===== config.mk =====
export PLATFORM = sky130hd
export DESIGN_NAME = tetris_sequencer
export DESIGN_NICKNAME = d
export VERILOG_FILES = /design/src/rtl/tetris_pkg.sv /design/src/rtl/tetris_row_clear.sv /design/src/rtl/tetris_sequencer.sv
export SDC_FILE = /design/constraint.sdc
export NUM_CORES = 1
export LEC_CHECK = 0
export BUFFER_PORTS_ARGS = -buffer_cell sky130_fd_sc_hd__buf_2
export CORE_ASPECT_RATIO = 0.9
export CORE_MARGIN = 4
export CORE_UTILIZATION = 48
export DETAILED_ROUTE_END_ITERATION = 16
export PLACE_DENSITY = 0.77
export SYNTH_ARGS = -nofsm -noshare
export SYNTH_HDL_FRONTEND = slang
export SYNTH_SLANG_ARGS = --single-unit

===== constraint.sdc =====
create_clock -name clka -period 2.11 [get_ports clka]
set_input_delay 0.422 -clock clka [delete_from_list [all_inputs] [get_ports clka]]
set_output_delay 0.422 -clock clka [all_outputs]
set_load 0.005 [all_outputs]

===== src/rtl/tetris_pkg.sv =====
// Shared definitions for the 4x8 Tetris datapath: board geometry, state codes,
// piece type and the spawn footprints at anchor location 5.
package tetris_pkg;

  localparam int BOARD_W = 32;
  localparam int ROWS    = 8;
  localparam int COLS    = 4;

  localparam logic [2:0] CODE_IDLE    = 3'b000;
  localparam logic [2:0] CODE_MOVE    = 3'b001;
  localparam logic [2:0] CODE_CAPTURE = 3'b010;
  localparam logic [2:0] CODE_WAIT    = 3'b011;
  localparam logic [2:0] CODE_CLEAR   = 3'b100;
  localparam logic [2:0] CODE_SPAWN   = 3'b101;
  localparam logic [2:0] CODE_OVER    = 3'b110;

  typedef enum logic [2:0] {
    ST_IDLE    = CODE_IDLE,
    ST_MOVE    = CODE_MOVE,
    ST_CAPTURE = CODE_CAPTURE,
    ST_WAIT    = CODE_WAIT,
    ST_CLEAR   = CODE_CLEAR,
    ST_SPAWN   = CODE_SPAWN,
    ST_OVER    = CODE_OVER
  } state_t;

  typedef enum logic [1:0] {
    REQ_NONE   = 2'd0,
    REQ_LEFT   = 2'd1,
    REQ_RIGHT  = 2'd2,
    REQ_ROTATE = 2'd3
  } req_t;

  typedef logic [1:0] piece_t;

  // Footprints with the anchor on row 1 col 1 (bit 5)
  localparam logic [BOARD_W-1:0] FP_TYPE0 = 32'h0000_0020;  // {5}
  localparam logic [BOARD_W-1:0] FP_TYPE1 = 32'h0000_0022;  // {5,1}
  localparam logic [BOARD_W-1:0] FP_TYPE2 = 32'h0000_0066;  // {5,6,1,2}
  localparam logic [BOARD_W-1:0] FP_TYPE3 = 32'h0000_0062;  // {5,6,1}

  function automatic logic [BOARD_W-1:0] spawn_footprint(input piece_t t);
    logic [BOARD_W-1:0] fp;
    case (t)
      2'd0:    fp = FP_TYPE0;
      2'd1:    fp = FP_TYPE1;
      2'd2:    fp = FP_TYPE2;
      default: fp = FP_TYPE3;
    endcase
    return fp;
  endfunction

endpackage


===== src/rtl/tetris_row_clear.sv =====
// Combinational full-row detect for one row, plus the board with that row
// removed and everything above it dropped by one row.
module tetris_row_clear
  import tetris_pkg::*;
(
  input  logic [BOARD_W-1:0] board,
  input  logic [2:0]         row,
  output logic               row_full,
  output logic [BOARD_W-1:0] board_shifted
);

  always_comb begin
    row_full      = &board[COLS*row +: COLS];
    board_shifted = board;
    board_shifted[COLS-1:0] = '0;
    // Rows 1..row take the contents of the row above; lower rows are untouched
    for (int i = 1; i < ROWS; i++) begin
      if (i <= int'(row)) begin
        board_shifted[COLS*i +: COLS] = board[COLS*(i-1) +: COLS];
      end
    end
  end

endmodule


===== src/rtl/tetris_sequencer.sv =====
// Game controller for the 4x8 Tetris datapath: gravity tick, move strobes,
// row clearing, spawning and game-over. Define RANDOM_PIECE_EN to draw piece
// types from a 4-bit LFSR instead of a cycling 2-bit counter.
module tetris_sequencer
  import tetris_pkg::*;
#(
  parameter int         TICK_CYCLES = 16,
  parameter int         CNT_W       = $clog2(TICK_CYCLES),
  parameter logic [4:0] SPAWN_LOC   = 5'd5
) (
  input  logic               clka,
  input  logic               restart,
  input  logic               start,
  input  logic               btn_left,
  input  logic               btn_right,
  input  logic               btn_rotate,
  input  logic               touched,
  input  logic [BOARD_W-1:0] new_board_state,
  input  logic [4:0]         new_location,
  input  logic [1:0]         new_rotation,
  output logic [2:0]         state,
  output logic               left,
  output logic               right,
  output logic               rotate,
  output logic [BOARD_W-1:0] curr_board_state,
  output logic [1:0]         curr_piece_type,
  output logic [4:0]         curr_piece_location,
  output logic [1:0]         curr_piece_rotation,
  output logic [7:0]         score,
  output logic               game_over
);

  localparam logic [CNT_W-1:0] CNT_LAST = CNT_W'(TICK_CYCLES - 1);

  state_t             state_q, state_d;
  logic [CNT_W-1:0]   cnt_q, cnt_d;
  logic [BOARD_W-1:0] board_q, board_d;
  piece_t             type_q, type_d;
  logic [4:0]         loc_q, loc_d;
  logic [1:0]         rot_q, rot_d;
  logic [7:0]         score_q, score_d;
  logic [2:0]         row_q, row_d;
  req_t               req_q, req_d;
  logic [2:0]         btn_prev_q;
  logic [2:0]         btn_now, btn_rise;
  logic               accept;
  logic               gen_adv;
  piece_t             gen_type;
  logic [BOARD_W-1:0] spawn_fp;
  logic               row_full;
  logic [BOARD_W-1:0] board_shifted;

  function automatic logic [7:0] sat_inc(input logic [7:0] v);
    return (v == 8'hFF) ? v : v + 8'd1;
  endfunction

  tetris_row_clear u_row_clear (
    .board         (board_q),
    .row           (row_q),
    .row_full      (row_full),
    .board_shifted (board_shifted)
  );

  assign spawn_fp = spawn_footprint(gen_type);

  // Piece generator, advanced once per SPAWN
`ifdef RANDOM_PIECE_EN
  logic [3:0] lfsr_q;
  assign gen_type = lfsr_q[1:0];
  always_ff @(posedge clka or negedge restart) begin
    if (!restart) begin
      lfsr_q <= 4'b1001;
    end else if (gen_adv) begin
      lfsr_q <= {lfsr_q[2:0], lfsr_q[3] ^ lfsr_q[2]};
    end
  end
`else
  piece_t gen_q;
  assign gen_type = gen_q;
  always_ff @(posedge clka or negedge restart) begin
    if (!restart) begin
      gen_q <= '0;
    end else if (gen_adv) begin
      gen_q <= gen_q + 2'd1;
    end
  end
`endif

  // Button edges: the first request wins and is held until MOVE consumes it
  always_comb begin
    btn_now  = {btn_rotate, btn_right, btn_left};
    btn_rise = btn_now & ~btn_prev_q;
    accept   = (state_q != ST_IDLE) && (state_q != ST_OVER);
    req_d    = (state_q == ST_MOVE || state_q == ST_IDLE) ? REQ_NONE : req_q;
    if (accept && req_d == REQ_NONE) begin
      if (btn_rise[0])      req_d = REQ_LEFT;
      else if (btn_rise[1]) req_d = REQ_RIGHT;
      else if (btn_rise[2]) req_d = REQ_ROTATE;
    end
  end

  always_comb begin
    state_d = state_q;
    cnt_d   = cnt_q;
    board_d = board_q;
    type_d  = type_q;
    loc_d   = loc_q;
    rot_d   = rot_q;
    score_d = score_q;
    row_d   = row_q;
    gen_adv = 1'b0;
    left    = 1'b0;
    right   = 1'b0;
    rotate  = 1'b0;
    unique case (state_q)
      ST_IDLE: begin
        if (start) state_d = ST_SPAWN;
      end
      ST_MOVE: begin
        left    = (req_q == REQ_LEFT);
        right   = (req_q == REQ_RIGHT);
        rotate  = (req_q == REQ_ROTATE);
        state_d = ST_CAPTURE;
      end
      ST_CAPTURE: begin
        board_d = new_board_state;
        loc_d   = new_location;
        rot_d   = new_rotation;
        if (touched) begin
          state_d = ST_CLEAR;
          row_d   = 3'd7;
        end else begin
          state_d = ST_WAIT;
          cnt_d   = '0;
        end
      end
      ST_WAIT: begin
        if (cnt_q == CNT_LAST) state_d = ST_MOVE;
        else                   cnt_d   = cnt_q + 1'b1;
      end
      ST_CLEAR: begin
        // A full row is removed and the same row index re-examined next cycle
        if (row_full) begin
          board_d = board_shifted;
          score_d = sat_inc(score_q);
        end else if (row_q == 3'd0) begin
          state_d = ST_SPAWN;
        end else begin
          row_d = row_q - 3'd1;
        end
      end
      ST_SPAWN: begin
        type_d  = gen_type;
        loc_d   = SPAWN_LOC;
        rot_d   = '0;
        cnt_d   = '0;
        gen_adv = 1'b1;
        if (|(board_q & spawn_fp)) begin
          state_d = ST_OVER;
        end else begin
          board_d = board_q | spawn_fp;
          state_d = ST_WAIT;
        end
      end
      ST_OVER: begin
        if (start) begin
          state_d = ST_IDLE;
          board_d = '0;
          score_d = '0;
        end
      end
      default: state_d = ST_IDLE;
    endcase
  end

  always_ff @(posedge clka or negedge restart) begin
    if (!restart) begin
      state_q    <= ST_IDLE;
      cnt_q      <= '0;
      board_q    <= '0;
      type_q     <= '0;
      loc_q      <= SPAWN_LOC;
      rot_q      <= '0;
      score_q    <= '0;
      row_q      <= 3'd7;
      req_q      <= REQ_NONE;
      btn_prev_q <= '0;
    end else begin
      state_q    <= state_d;
      cnt_q      <= cnt_d;
      board_q    <= board_d;
      type_q     <= type_d;
      loc_q      <= loc_d;
      rot_q      <= rot_d;
      score_q    <= score_d;
      row_q      <= row_d;
      req_q      <= req_d;
      btn_prev_q <= btn_now;
    end
  end

  assign state               = state_q;
  assign curr_board_state    = board_q;
  assign curr_piece_type     = type_q;
  assign curr_piece_location = loc_q;
  assign curr_piece_rotation = rot_q;
  assign score               = score_q;
  assign game_over           = (state_q == ST_OVER);

endmodule


* Word level (Yosys, flattened, before mapping) *
Index checks and enable logic that the tools add are counted.

word-level totals
  flip-flop bits (word level) = 66
  bits in latches = 0
  RAM bits = 0
  memory bits (read-only) = 0
  bits of input ports = 46
  output and inout bits = 56
  logic and storage cells = 136
  memories kept = 0

operators by class
  add/subtract/negate cells = 4
  $mul = 0
  div/mod/pow operators = 0
  magnitude comparators = 7
  equal/unequal tests = 33
  shifts and indexed selects = 1
  muxes and demuxes = 42
  bitwise gates (word level) = 4
  reductions and logical operators = 27

operator list
  cell                                                                      count
  32-bit case mux with 4 select lines                                       1
  32-bit 2-to-1 mux                                                         3
  5-bit AND reduction                                                       8
  4-bit 2-to-1 mux                                                          9
  32-bit AND                                                                1
  32-bit bitwise OR                                                         1
  32-bit OR reduction                                                       1
  32-bit by 6-bit variable part select with 4-bit output                    1
  3-bit 2-to-1 mux                                                          10
  8-bit 2-to-1 mux                                                          3
  2-bit inequality test (second input constant)                             12
  3-bit case mux with 7 select lines                                        1
  7-bit case mux with 3 select lines                                        1
  8-bit case mux with 2 select lines                                        1
  4-bit AND reduction                                                       4
  2-bit by 1-bit inequality test with 1-bit output (second input constant)  7
  3-bit <= comparator (first input constant)                                4
  4-bit case mux with 3 select lines                                        1
  2-bit 2-to-1 mux                                                          5
  5-bit case mux with 2 select lines                                        1
  3-bit equality test (second input constant)                               3
  8-bit by 1-bit adder with 8-bit output (second input constant)            1
  8-bit equality test (second input constant)                               1
  2-bit equality test (second input constant)                               3
  23 further kinds                                                          35

* Depth between registers and ports, before layout *
Gate-level depths: netlist of run 1.

  word-level depth = 7
  mapped depth = 10
  gate-level depth less buffers = 8

* Modules after synthesis *
From an unflattened synthesis of run 1, not the netlist that was laid out.

second synthesis, totals
  cell total of the unflattened synthesis = 404
  area total of the unflattened synthesis = 3926.3 µm²

by module, submodules not included
  module            instances  cells each  area each (µm²)  sequential area each (µm²)
  tetris_sequencer  1          344         3429.5           1657.8
  tetris_row_clear  1          60          496.7            0.0

* Worst setup path after synthesis of run 1 *
Ideal clock, no wire load.

  kind = reg-to-reg
  from = register row_q[0]
  to = register board_q[28] (netlist: curr_board_state[28])
  library setup time = 0.125 ns
  arrival = 2.167 ns
  required time = 1.985 ns
  slack = -0.183 ns
  cell stages (with the launch flop) = 10
  buffers on the path = 3
  clock period less this slack = 2.293 ns
  cells stage by stage = dfstp_2 buf_4 buf_4 nand3_1 o211ai_1 o211a_1 a31oi_1 or4_1 buf_2 mux2_4

on the way
  longest elaborated chain between the ends = 4
  elaborated cells between the ends (all ways) = 6
  those cells by class = order compare: 1; eq/ne: 2; shift: 1; reduce/logical: 2

ends and longest elaborated chain
  item                                                    RTL line                 RTL
  start: declaration                                      tetris_sequencer.sv:42   logic [2:0] row_q, row_d;
  start signal: assignment                                tetris_sequencer.sv:196  row_q <= row_d;
  32-bit by 6-bit variable part select with 4-bit output  tetris_row_clear.sv:13   row_full = &board[COLS*row +: COLS];
  4-bit AND reduction                                     tetris_row_clear.sv:13
  2-bit inequality test (no source line)                  n/a
  5-bit AND reduction (no source line) (*)                n/a
  end signal: assignment                                  tetris_sequencer.sv:191  board_q <= board_d;
  end: declaration                                        tetris_sequencer.sv:37   logic [BOARD_W-1:0] board_q, board_d;

Every way passes the cells marked *; elsewhere a longest branch is shown, timed or not.
A chain may end at the register's enable or synchronous reset.

* Worst setup path in the final report of run 1 *
  from = register row_q[1]
  to = register board_q[4] (netlist: curr_board_state[4])

Same word-level chain as after synthesis.

==> flow_results.org, run 1 <==
** Outcome
- The run finished, with violations left.
- The checks that failed: negative setup slack.

** Clocking
- CTS Hold Buffers Added :: 0
- In this run the clock root is driven by a clkbuf_8.
- H-tree levels :: 3
- Clock net sink count :: 66
- Clock Latency Late Sink :: 340 ps
- Buffers inserted during clock tree synthesis total 9.
- Clock slew at reported path FFs :: 80 ps
- No sink is reached through more buffers than the 2 on the longest clock path.
- TritonCTS built the clock tree.

** Pwr
- The analysis attributes to cell leakage a power of 2.76 nW.
- For this design the total switching power over the nets is 3.91 mW.
- Power comes to 9.37 mW.
- Internal power comes to 5.47 mW.
- Sequential power share :: 0.238
- Relative contribution of the clock network to total power :: 0.121
- Maximum resistive drop on vdd :: 0.910 mV
- Power Dens Cells :: 1690 nW/um^2
- Share of total power in combinational logic :: 0.642
- Switching fraction of total power :: 0.417

** Route
- Dividing the detail-routed wire length by the instance count gives 17.4 um.
- After the first detailed-routing iteration, the DRC count stood at 308.
- Count of unresolved DRC violations after routing :: 0
- First-pass detailed-route iteration total :: 7
- After detailed routing, the number of vias per cell comes to 5.92.
- Routed vias :: 4147
- The routed design has 12200 um of wire.
- The detail route stage leaves a number of antenna-violating nets equal to 0.

** Synthesis
- Of the total synthesized cell area, the portion taken by full adders, half adders and majority gates is 0.0289.
- Proportion of synthesized area in mux cells :: 0.0672
- The number of different library cells used by synthesis comes to 58.
- Mean cell area of the mapped netlist :: 9.25 sq um
- Number of synthesized flops with an enable pin :: 0
- Yosys printed 0 warnings.
- Number of synthesized register bits :: 66
- Complex-gate fraction of the synthesized area :: 0.241
- Top flip-flop cell by instance count after synthesis :: dfrtp_1
- Syn Nets :: 476
- After synthesis, the largest family of logic cells by area is compound AO/OA/AOI/OAI gates.
- Of the total synthesized cell area, the portion taken by AND, OR, NAND and NOR gates is 0.196.
- Sequential area share after synthesis :: 0.426
- Post-synthesis instance total :: 421
- The synthesized netlist occupies a cell area of 3890 sq um.
- Post-synthesis async set-or-reset flop share :: 1.00
- Xor-xnor portion of the synthesized cell area :: 0.00450

** Timing
- The hold violation total from the final report is 0.
- For the pin with the worst max-slew slack, the measured transition is 556 ps.
- Largest clock skew in the final design :: 7.09 ps
- Unrepaired setup endpoints after global routing :: true
- Dividing the final minimum period by the clock period gives 1.09.
- Counting I/O delays and the setup requirement, the final critical path takes 2300 ps.
- Final setup violation count :: 40
- Max frequency :: 0.434 GHz
- After layout, the worst setup slack is -193 ps.
- Worst slew margin relative to its limit :: 0.629
- Slew Viols, Final :: 0

** Setup path
- In this design, the largest share of critical-path delay is due to simple AND/OR/NAND/NOR gates.
- Largest stage delay on the critical path :: 590 ps
- Across all register-to-register paths, the minimum setup slack is -190 ps.
- CP max-delay cell :: dfstp_2
- Startpoint of the most critical register-to-register path :: row_q[1]
- Critical Path End Type :: register
- Endpoint of the worst-slack reg-to-reg timing path :: curr_board_state[4]
- FF-to-FF path depth :: 8
- Endpoint required time on the critical path :: 2340 ps
- Series of cell instances along the critical path :: buf_4 > inv_1 > ha_1 > or4_1 > inv_1 > nor3_2 > buf_4 > mux2_2
- The worst setup path is of the reg2reg kind.
- At the worst endpoint, the arrival time is 2540 ps.
- In this run the number of cells on the critical path is 8.
- The worst setup path is launched from a register.
- The critical path contains buffers and inverters numbering 4 combined.
- In this run the worst path has a maximum fanout of 7.

** Floorplanning
- The die covers 9620 sq um.
- For this configuration, the core starts out at a cell density of 0.503.
- The die is 93.4 um tall.
- The core region is 7730 sq um.
- 102 I/O pins were placed.
- The floorplan has 30 rows.
- In this run the horizontal extent of the chip is 103 um.

** Placement
- Buffers placed on the I/O ports in this run total 101.
- Routability-driven placement finished with a final weighted congestion of 0.945.
- HPWL Detailed :: 8960 um

** Run
- Max-cap violations in this run came to 0.

** Cells and area
- After the last flow step, the layout net total stands at 654.
- In the final layout, the share of cells above drive strength 1 is 0.440.
- Measured on the finished design, the core utilization comes to 0.718.
- Area growth, synth to finish :: 42.6%
- Count of inserted antenna diode cells :: 0

** Global route
- Entering global routing, the biggest net connects 28 pins.
- In the global route stage, overall resource usage came out at 0.255.
- The number of antenna violations at the first check in global routing is 0.
- Global-route wire length before repair :: 19400 um
- Overflow left after global routing :: 0
- Via count of the first global-routing pass :: 3913

** Hold path
- The min-delay analysis places its worst path in the category in2async.
[metrics by stage]
step | worst slack [ps] | area, sq um | instances | setup TNS [ps] | hold WS [ps]
2_1_floorplan | -89.5 | 3930 | 421 | -736 | 126
3_3_place_gp | -315 | 5050 | 673 | -6220 | 436
3_5_place_dp | -421 | 5050 | 673 | -9150 | 450
4_1_cts | -183 | 5450 | 694 | -2730 | 83.6
5_1_grt | -290 | 5550 | 700 | -8070 | 101
6_report | -193 | 5550 | 700 | -4360 | 65.5
[worst max path at each step]
stage / start / endpoint / slack, ps
6_report: row_q[1] / curr_board_state[4] / -190
5_1_grt: row_q[0] / curr_board_state[7] / -290
4_1_cts: row_q[0] / curr_board_state[29] / -180
3_5_place_dp: row_q[0] / curr_board_state[29] / -420
3_3_place_gp: row_q[0] / curr_board_state[29] / -320
2_1_floorplan: row_q[0] / curr_board_state[11] / -90
[metal layers]
metal / track usage / vias to the layer above / part of all wire
li1: - / 1931 / -
met1: 0.365 / 1994 / 0.44
met2: 0.400 / 204 / 0.47
met3: 0.0410 / 18 / 0.077
met4: 0.0680 / 0 / 0.014
met5: 0 / - / 0
[sequential cells by signal, summed over array words and instances (netlist names)]
signal               count
curr_board_state        32
score                    8
curr_piece_location      5
cnt_q                    4
btn_prev_q               3
row_q                    3
state                    3
curr_piece_rotation      2
curr_piece_type          2
gen_q                    2
req_q                    2
[worst reg2reg max path: cells and delay by family (launching register included)]
| kind | cells | cell delay [ps] |
|---|---|---|
| DFF | 1 | 590 |
| adders and majority gates | 1 | 180 |
| buffers and inverters | 4 | 560 |
| muxes | 1 | 260 |
| and+or+nand+nor | 2 | 590 |
[power by group through the flow]
stage | sequential (mW) | combinational, mW | clock [mW]
floorplan | 2.25 | 2.95 | 0
global placement | 2.23 | 5.10 | 0
detailed placement | 2.24 | 5.23 | 0
CTS | 2.21 | 5.72 | 1.15
global route | 2.28 | 6.51 | 1.22
finish | 2.23 | 6.01 | 1.13
[cell usage after synthesis, drive strengths merged (5+ instances only)]
| library cell | count | area [sq um] |
|---|---|---|
| nor3 | 9 | 45.0 |
| and3 | 6 | 37.5 |
| a31oi | 5 | 31.3 |
| dfrtp | 61 | 1530 |
| nand2b | 9 | 56.3 |
| nor2 | 34 | 128 |
| mux2 | 21 | 251 |
| o21ai | 28 | 140 |
| dfstp | 5 | 131 |
| a21oi | 19 | 103 |
| ha | 9 | 113 |
| nand3 | 14 | 70.1 |
| a211oi | 5 | 37.5 |
| buf | 7 | 40.0 |
| clkbuf | 16 | 60.1 |
| o22ai | 5 | 31.3 |
| nor2b | 7 | 43.8 |
| nand2 | 56 | 210 |
| nand3b | 5 | 37.5 |
| o22a | 8 | 70.1 |
| inv | 11 | 41.3 |
| a22o | 22 | 193 |
[timing repair]
item / 4_1_cts / 5_1_grt
pin swaps: 10 / 10
endpoints found under the hold margin: 0 / 0
endpoints found under the setup margin: 45 / 48
buffers inserted: 6 / 6
resized for setup: 41 / 14
[kinds of logic after synthesis]
logic type,Yosys count
compound gates,130
xor+xnor,2
fa+ha+maj,9
buf+inv,34
flops,66
mux,22
simple gates,158
[placed cells by master (no fill, tap or decap), types with 9 or more instances in the layout]
master | netlist | final
nand2_1 | 56 | 53
dfrtp_1 | 61 | 61
buf_2 | 5 | 101
buf_6 | 0 | 9
a22o_1 | 22 | 22
mux2_4 | 4 | 11
clkbuf_8 | 0 | 11
nand3_1 | 14 | 11
nor2_1 | 34 | 31
inv_1 | 11 | 10
mux2_2 | 13 | 10
o21ai_0 | 28 | 24
buf_4 | 2 | 77
a21oi_1 | 17 | 17
[area by class of cell]
type,instances,area [sq um]
inverter,11,43.8
tap,96,120
multi-input combinational,321,2270
clock inverter,5,61.3
clock buffer,11,151
sequential,66,1660
timing repair buffer,190,1240
fill,570,2180
Power figures use the tool's default switching activity.
==> run 2, diff against run 1 <==
Settings changed: SKIP_LAST_GASP set to 1.
==> run 2 against run 1 <==
- the run still ends with negative setup slack left
- sequential power about the same
- hold slack gained 1.5 ps
- combinational power decreased by 1%
- fmax shrank 0.22%
- critical path depth rose by 2
- clock skew about the same
- first-iteration DRC count down 18%
- global-route usage about the same
- count of clock-buffer cells in the layout stayed put
- die area unchanged
- final area decreased by 0.65%
- largest power group unchanged
==> flow_results.org, run 2 (synthesis gave the netlist of run 1 again) <==
** Timing
- The share of the clock period used by the worst path was 1.09 (about the same).
- Max frequency :: 0.433 GHz (was 0.434 GHz)
- Largest clock skew in the final design :: 7.25 ps (was 7.09 ps)
- Unrepaired setup endpoints after global routing :: true (unchanged)
- The max-slew violation total from the final report was 0 (unchanged).
- Worst hold margin :: 67.1 ps (was 65.5 ps)
- Worst slew margin relative to its limit :: 0.627 (was 0.629)
- Final setup violation count :: 41 (was 40)
- The setup total negative slack was -4550 ps (was -4360 ps).
- The pin slew with the least headroom to its limit is 560 ps (was 556 ps).
- Crit path time final :: 2310 ps (was 2300 ps)
- The least setup slack across all paths after layout was -198 ps (was -193 ps).
- Final Hold Violating Endpoints :: 0 (unchanged)

** Global route
- The total congestion overflow came to 0 (unchanged).
- The overall track demand over capacity in global routing came to 0.255 (about the same).
- The number of global-route vias before repair came to 3902 (was 3913).
- Antenna violations before repair :: 0 (unchanged)
- Maximum number of pins on one net before global-route repair :: 28 (unchanged)
- Global-route wire length before repair :: 19400 um (about the same)

** Setup path
- Endpoint of the worst-slack reg-to-reg timing path :: curr_board_state[4] (unchanged)
- Series of cell instances along the critical path: buf_6 > buf_6 > nand3_2 > o211ai_1 > o211a_1 > a31oi_4 > buf_4 > nor3_2 > buf_4 > mux2_2 (was buf_4 > inv_1 > ha_1 > or4_1 > inv_1 > nor3_2 > buf_4 > mux2_2).
- The kind of cell adding the most delay to the critical path is flip-flops (was simple AND/OR/NAND/NOR gates).
- The sum of buffers and inverters on the critical path came to 4 (unchanged).
- The maximum fanout along the worst path is 7 (unchanged).
- The kind of launch point of the worst setup path is a register (unchanged).
- Critical Path End Type :: register (unchanged)
- The worst stage delay on the critical path is 600 ps (was 590 ps).
- First element of the critical path :: row_q[0] (was row_q[1])
- The kind of critical path was reg2reg (unchanged).
- The internal reg-to-reg setup slack was -200 ps (was -190 ps).
- Endpoint required time on the critical path :: 2340 ps (about the same)
- CP max-delay cell :: dfstp_2 (unchanged)
- The worst setup path endpoint is curr_board_state[4] (unchanged).
- Stages on worst setup path :: 10 (was 8)
- FF-to-FF path depth :: 10 (was 8)
- Arrival time of the worst setup path :: 2540 ps (about the same)
- The launch point of the worst reg-to-reg path was row_q[0] (was row_q[1]).

** Cells and area
- The layout overhead on the synthesized area was 41.6% (was 42.6%).
- The most common cell after layout, fill and taps aside is buf_2 (unchanged).
- Number of standard cells in the layout, taps in and fillers out :: 698 (was 700)
- Layout cell share with drive strength beyond 1 :: 0.435 (was 0.440)
- The number of nets in the layout is 652 (was 654).
- The flip-flop count of the largest register after layout came to 32 (unchanged).
- The count of antenna diodes in the layout is 0 (unchanged).
- Most frequent cells in the layout: 101 x buf_2, 76 x buf_4, 61 x dfrtp_1 (was 101 x buf_2, 77 x buf_4, 61 x dfrtp_1).
- The cell area after layout is 5510 sq um (was 5550 sq um).
- Post-layout utilization of the core :: 0.713 (was 0.718)

** Placement
- The worst setup slack after placement was -421 ps (unchanged).
- Number of buffers added on ports :: 101 (unchanged)
- Post-Place Cells :: 673 (unchanged)
- The post-DP HPWL is 8960 um (unchanged).
- The weighted congestion at the end of routability-driven global placement is 0.945 (unchanged).
- The placed cell area is 5050 sq um (unchanged).

** Floorplanning
- The effective utilization at floorplan is 0.503 (unchanged).
- Placeable core region :: 7730 sq um (unchanged)
- The die footprint came to 9620 sq um (unchanged).
- Placement Rows :: 30 (unchanged)
- Die Ht :: 93.4 um (unchanged)
- The top-level I/O count was 102 (unchanged).
- The floorplan die width was 103 um (unchanged).

** Pwr
- The final total power is 9.30 mW (was 9.37 mW).
- The maximum VDD drop came to 0.914 mV (was 0.910 mV).
- Power Dens Cells :: 1690 nW/um^2 (about the same)
- The leakage power was 2.75 nW (was 2.76 nW).

** Clocking
- The number of buffers added by the clock tree synthesis step was 9 (unchanged).
- Clk buf depth :: 2 (unchanged)
- The total number of H-tree levels is 3 (unchanged).
- The worst-skew pair later-pin latency came to 340 ps (about the same).
- The CTS tree is done (unchanged).
- Clock slew at reported path FFs :: 80 ps (about the same)
- CTS Hold Buffers Added :: 0 (unchanged)
- Root cell of the clock tree :: clkbuf_8 (unchanged)
- The clock sink total is 66 (unchanged).

** Route
- The violation count after the first detailed-route iteration was 254 (was 308).
- Routed wire length per instance :: 17.3 um (was 17.4 um)
- The post-detailed-route DRC marker count is 0 (unchanged).
- The total iterations of the first detailed-routing run came to 5 (was 7).
- Vias per Instance :: 5.88 (was 5.92)
- The total number of vias is 4105 (was 4147).
- The sum of routed wire length over all layers is 12100 um (was 12200 um).
- Number of nets with antenna violations after detailed routing :: 0 (unchanged)

** Outcome
- Run status :: finished with violations (unchanged)
- Failing checks :: negative setup slack (unchanged)

** Run
- The max-capacitance violation count was 0 (unchanged).

** Hold path
- Hold WC Path Type :: in2async (unchanged)
## run 2: final cells by class
| type | instances | area, sq um |
|---|---|---|
| clock buffers | 11 | 151 |
| clock inverters | 5 | 61.3 |
| fillers | 580 | 2220 |
| inverters | 11 | 41.3 |
| multi-input cells | 321 | 2250 |
| flip-flops and latches | 66 | 1660 |
| well taps | 96 | 120 |
| repair buffers | 188 | 1230 |
## run 2: how the worst min path moves through the flow
stage | endpoint | from | cells after the start
finish | state[1] | restart | 1
global route | btn_prev_q[0] | restart | 1
CTS | curr_piece_rotation[1] | restart | 1
detailed placement | state[1] | restart | 1
global placement | state[1] | restart | 1
floorplan | btn_prev_q[0] | restart | 0
## run 2: where the power goes
group	switching, mW	internal [mW]	total [mW]
clock network	0.521	0.614	1.14
logic	2.92	3.01	5.93
registers	0.433	1.80	2.23
## run 2: per-layer routing
metal / vias up / global-route usage / routed length [um]
met5: - / 0 / 0
li1: 1921 / - / -
met4: 0 / 0.0680 / 100
met1: 2001 / 0.366 / 5440
met2: 171 / 0.397 / 5760
met3: 12 / 0.0410 / 752
## run 2: what timing repair did
| item | 4_1_cts | 5_1_grt |
|---|---|---|
| pin swaps | 8 | 7 |
| setup endpoints to repair | 45 | 48 |
| buffers inserted | 6 | 4 |
| resized for setup | 39 | 11 |
## run 2: worst register-to-register path, cell delays in order, from the launching register on
cell and delay, ps:
dfstp_2 600, buf_6 140, buf_6 90, nand3_2 50, o211ai_1 90, o211a_1 240, a31oi_4 150, buf_4 190
nor3_2 180, buf_4 140, mux2_2 320
